**src/rtl/imem_arbiter.sv**
```systemverilog
// Two-port arbiter for the instruction memory read port: fetch (F) has priority,
// and a starvation counter forces a data-side (D) grant. Optional stats: IMEM_ARB_STATS_EN.
module imem_arbiter #(
    parameter int ADDR_W      = 32,
    parameter int DATA_W      = 32,
    parameter int F_BURST_MAX = 4
) (
    input  logic              clk_i,
    input  logic              rst_ni,
    input  logic              f_req_i,
    input  logic [ADDR_W-1:0] f_addr_i,
    output logic              f_gnt_o,
    output logic              f_rvalid_o,
    output logic [DATA_W-1:0] f_rdata_o,
    output logic              f_err_o,
    input  logic              d_req_i,
    input  logic [ADDR_W-1:0] d_addr_i,
    output logic              d_gnt_o,
    output logic              d_rvalid_o,
    output logic [DATA_W-1:0] d_rdata_o,
    output logic              d_err_o,
    output logic [ADDR_W-1:0] mem_addr_o,
    input  logic [DATA_W-1:0] mem_data_i
`ifdef IMEM_ARB_STATS_EN
    ,
    output logic [31:0]       conflict_cnt_o,
    output logic [31:0]       forced_cnt_o
`endif
);

    localparam logic [7:0] BURST_MAX = 8'(F_BURST_MAX);

    typedef enum logic [1:0] {
        OWN_NONE,
        OWN_F,
        OWN_D
    } owner_t;

    owner_t            owner_reg;
    logic              err_reg;
    logic [7:0]        starve_cnt_reg;
    logic [DATA_W-1:0] f_hold_reg;
    logic [DATA_W-1:0] d_hold_reg;
    logic [DATA_W-1:0] resp_data;
    logic              gnt_misaligned;

    // Grants are suppressed while reset is asserted so nothing reaches memory.
    always_comb begin
        f_gnt_o    = 1'b0;
        d_gnt_o    = 1'b0;
        mem_addr_o = '0;
        if (rst_ni) begin
            if (f_req_i && !(d_req_i && starve_cnt_reg == BURST_MAX)) begin
                f_gnt_o = 1'b1;
            end else if (d_req_i) begin
                d_gnt_o = 1'b1;
            end
        end
        if (f_gnt_o) begin
            mem_addr_o = f_addr_i;
        end else if (d_gnt_o) begin
            mem_addr_o = d_addr_i;
        end
    end

    assign gnt_misaligned = (mem_addr_o[1:0] != 2'b00);

    // Misaligned responses return zero instead of whatever the memory produced.
    assign resp_data  = err_reg ? '0 : mem_data_i;
    assign f_rvalid_o = rst_ni && (owner_reg == OWN_F);
    assign d_rvalid_o = rst_ni && (owner_reg == OWN_D);
    assign f_err_o    = f_rvalid_o && err_reg;
    assign d_err_o    = d_rvalid_o && err_reg;
    assign f_rdata_o  = !rst_ni ? '0 : (f_rvalid_o ? resp_data : f_hold_reg);
    assign d_rdata_o  = !rst_ni ? '0 : (d_rvalid_o ? resp_data : d_hold_reg);

    always_ff @(posedge clk_i) begin
        if (!rst_ni) begin
            owner_reg      <= OWN_NONE;
            err_reg        <= 1'b0;
            starve_cnt_reg <= '0;
            f_hold_reg     <= '0;
            d_hold_reg     <= '0;
        end else begin
            if (f_gnt_o) begin
                owner_reg <= OWN_F;
            end else if (d_gnt_o) begin
                owner_reg <= OWN_D;
            end else begin
                owner_reg <= OWN_NONE;
            end
            err_reg <= gnt_misaligned;

            if (d_gnt_o || !d_req_i) begin
                starve_cnt_reg <= '0;
            end else if (f_gnt_o && starve_cnt_reg != BURST_MAX) begin
                starve_cnt_reg <= starve_cnt_reg + 8'd1;
            end

            if (f_rvalid_o) begin
                f_hold_reg <= resp_data;
            end
            if (d_rvalid_o) begin
                d_hold_reg <= resp_data;
            end
        end
    end

`ifdef IMEM_ARB_STATS_EN
    logic [31:0] conflict_cnt_reg;
    logic [31:0] forced_cnt_reg;

    // A D grant while F is also requesting can only come from the starve limit.
    always_ff @(posedge clk_i) begin
        if (!rst_ni) begin
            conflict_cnt_reg <= '0;
            forced_cnt_reg   <= '0;
        end else begin
            if (f_req_i && d_req_i && conflict_cnt_reg != 32'hFFFF_FFFF) begin
                conflict_cnt_reg <= conflict_cnt_reg + 32'd1;
            end
            if (d_gnt_o && f_req_i && forced_cnt_reg != 32'hFFFF_FFFF) begin
                forced_cnt_reg <= forced_cnt_reg + 32'd1;
            end
        end
    end

    assign conflict_cnt_o = conflict_cnt_reg;
    assign forced_cnt_o   = forced_cnt_reg;
`endif

endmodule

```
**config.mk**
```make
export PLATFORM = sky130hd
export DESIGN_NAME = imem_arbiter
export DESIGN_NICKNAME = d
export VERILOG_FILES = /design/src/rtl/imem_arbiter.sv
export SDC_FILE = /design/constraint.sdc
export NUM_CORES = 1
export LEC_CHECK = 0
export ABC_AREA = 1
export BUFFER_PORTS_ARGS = -buffer_cell sky130_fd_sc_hd__buf_2
export CAP_MARGIN = 15
export CELL_PAD_IN_SITES_DETAIL_PLACEMENT = 0
export CELL_PAD_IN_SITES_GLOBAL_PLACEMENT = 1
export CORE_MARGIN = 2
export CORE_UTILIZATION = 28
export DETAILED_ROUTE_END_ITERATION = 8
export PLACE_DENSITY = 0.8
export SYNTH_ARGS = -nofsm -noshare
export SYNTH_HDL_FRONTEND = slang
export SYNTH_SLANG_ARGS = --single-unit
```
**constraint.sdc**
```tcl
create_clock -name clk_i -period 2.2 [get_ports clk_i]
set_clock_uncertainty 0.2 [all_clocks]
set_input_delay 0.55 -clock clk_i [delete_from_list [all_inputs] [get_ports clk_i]]
set_output_delay 0.55 -clock clk_i [all_outputs]
set_load 0.005 [all_outputs]
```
==> metrics.yaml <==
global_routing:
  grt_usage_pct: 23.4
  grt_pass1_wl_um: 22800
  antenna_found_initial: 0
  grt_pass1_vias: 4309
  grt_max_degree: 42
  overflow: 0
flow_run:
  cap_violations: 0
hold_path:
  min_from: "d_hold_reg[9]"
  holdCritPathClass: "flop to flop"
logic_synthesis:
  yosys.area_share.simple_pct: 31.8
  syn_area_mm2: 0.00318
  synthDistinctLibCells: 24
  synth_top_family_by_area: "simple AND/OR/NAND/NOR gates"
  netlist_instances: 434
  ys_seq_area_share_pct: 47.2
  synth_fp_nets: 536
  synth-compound-area-share_pct: 11.7
  ys_ff_latch: 75
  avgSynthCellArea_um2: 7.32
  synth-warning-count: 0
  synthAdderAreaFrac_pct: 0.787
  synth-xor-area-share_pct: 0.551
  synth_mux_area_share_pct: 0
critical_path:
  worstPathMaxFanout: 2
  startpoint_type: "flop"
  reg2reg_from: "starve_cnt_reg[0]"
  crit_slowest_cell: "dfxtp_2"
  cp-startpoint: "starve_cnt_reg[0]"
  critPathMostFrequentCell: "buf_4"
  cpLargestDelayFamily: "buffers and inverters"
  worstPathRequired_ns: 2.21
  crit_arrival_ns: 2.61
  crit_buf_inv: 16
  endpoint_kind: "flop"
  critical-path-max-stage-delay_ns: 0.34
  path_class: "flop to flop"
  path_cells: "inv_2, buf_6, buf_4, buf_4, buf_4, buf_4, buf_4, buf_4, buf_4, buf_4, buf_4, buf_4, buf_4, buf_4, buf_4, buf_4, nand2_2, a21oi_2"
timing:
  finalCritPeriodShare_pct: 118
  hold_viol_final: 0
  setup-violations-final: 102
  max_freq_ghz: 0.385
  tightest_slew_ns: 0.560
  post-route-min-period_ns: 2.60
  slew_violations: 0
  rsz0062_at_grt: "yes"
  fin_ws_ns: -0.400
  slew-limit-headroom_pct: 62.6
  hold_ws_ns: 0.261
die:
  initial_core_util_pct: 29.1
  die-height_um: 111
  die_w_um: 111
  die_area_mm2: 0.0122
  rows: 38
  io_pins: 202
  coreArea_mm2: 0.0109
cells_and_area:
  layout_commonest_cell: "buf_2"
  drive_gt1_share_pct: 67.4
  design_area_mm2: 0.00739
  diodes: 0
  mostFrequentLayoutCells: "buf_2 (194), nand2_1 (128), buf_4 (78)"
  finalNetCount: 846
  syn2layout_area_growth_pct: 132
drt:
  firstDrtPassIters: 6
  vias: 4266
  via_per_inst: 4.80
  routedWlPerCell_um: 17.8
  wirelength_um: 15800
  ant_nets: 0
  drc: 0
  drt_first_iter_violations: 203
cts:
  clk_pin_slew_ns: 0.05
  clock_latency_ns: 0.33
  cts_buffers: 9
  clockBufferDepth: 2
  root_buffer: "clkbuf_16"
  h-tree-depth: 3
  cts_sinks: 75
  cts_tree: "done"
power:
  power_mw: 3.86
  p_per_area_mw_per_mm2: 522
  p_leak_nw: 3.48
  ir_drop_mv: 0.323
placed_design:
  port_buffers: 201
  place_ws_ns: -0.274
  dp_hpwl_um: 7820
  gp_congestion: 0.838
  placed_area_mm2: 0.00450
run_status:
  status: "complete, but fails checks"
  violations: "negative setup slack"
## through the flow
step	std cells	TNS, ns	util, %
after CTS	871	-20.52	61.9
final	888	-21.85	67.6
after detailed placement	776	-9.64	41.2
after global placement	776	-8.37	41.2
after floorplan	434	0	-
after global routing	888	-28.63	67.6
## metal layers
metal / GRT usage, % / wire [um] / up-vias
met5: 0 / 0 / -
met3: 4.94 / 784 / 35
met4: 9.00 / 524 / 0
met2: 43.5 / 8700 / 186
met1: 25.9 / 5770 / 1987
li1: - / - / 2058
## synthesized netlist by cell type
library cell  number  area [um^2]
xor2_1             2         17.5
buf_2              6         30.0
a21oi_4            1         16.3
nor4_1             1         6.26
dfxtp_1           75         1500
nor2_4             2         22.5
inv_2              3         11.3
buf_1              4         15.0
nor2_1            16         60.1
buf_6              8         90.1
ha_1               2         25.0
nand4_1            2         12.5
nand2_4            1         11.3
o21ai_0           34          170
clkbuf_1          11         41.3
nand2_1          142          533
a21oi_1            5         25.0
clkinv_1           1         3.75
inv_1             14         52.6
nor3_2             1         10.0
nand3_2            1         10.0
nand3_1           69          345
buf_4              1         7.51
o21ai_1           32          160
## cell type report
class | count | area [um^2]
multi-input combinational | 311 | 2640
clock buffer | 11 | 253
tap | 140 | 175
timing repair inverter | 1 | 16.3
clock inverter | 4 | 73.8
timing repair buffer | 328 | 2640
sequential | 75 | 1510
inverter | 18 | 91.3
fill | 826 | 3550
## path summary, 6_finish.rpt
check	cells past startpoint	endpoint	slack (ns)
hold reg to reg	2	d_hold_reg[9]	0.26
setup reg to reg	18	starve_cnt_reg[0]	-0.40
hold / removal	2	d_hold_reg[9]	0.26
setup / recovery	18	starve_cnt_reg[0]	-0.40
## where the power goes
part	total, mW	switching, mW	internal [mW]	leakage (nW)
Clock	1.60	0.554	1.05	0.162
Sequential	1.44	0.0305	1.41	0.611
Combinational	0.819	0.423	0.396	2.71
## repair_timing
action / 4_1_cts / 5_1_grt
hold buffers: 0 / 0
endpoints found under the setup margin: 90 / 105
gates cloned: 21 / 2
setup buffers: 59 / 24
resized for setup: 241 / 86
pin swaps: 20 / 17
## tightest hold or removal path, cell delays in order (launching register included)
cell and delay [ns]:
dfxtp_1 0.30, nand3_2 0.07, o21ai_2 0.05
## cells by family (layout without fill, tap and decap cells)
family,count (synthesis),after routing
AND/OR/NAND/NOR,235,235
XOR/XNOR,2,2
AO/OA/AOI/OAI,72,72
flip-flops,75,75
buffers and inverters,48,362
adder cells (fa/ha/maj),2,2
No activity file was read; power rests on OpenSTA's default activity.
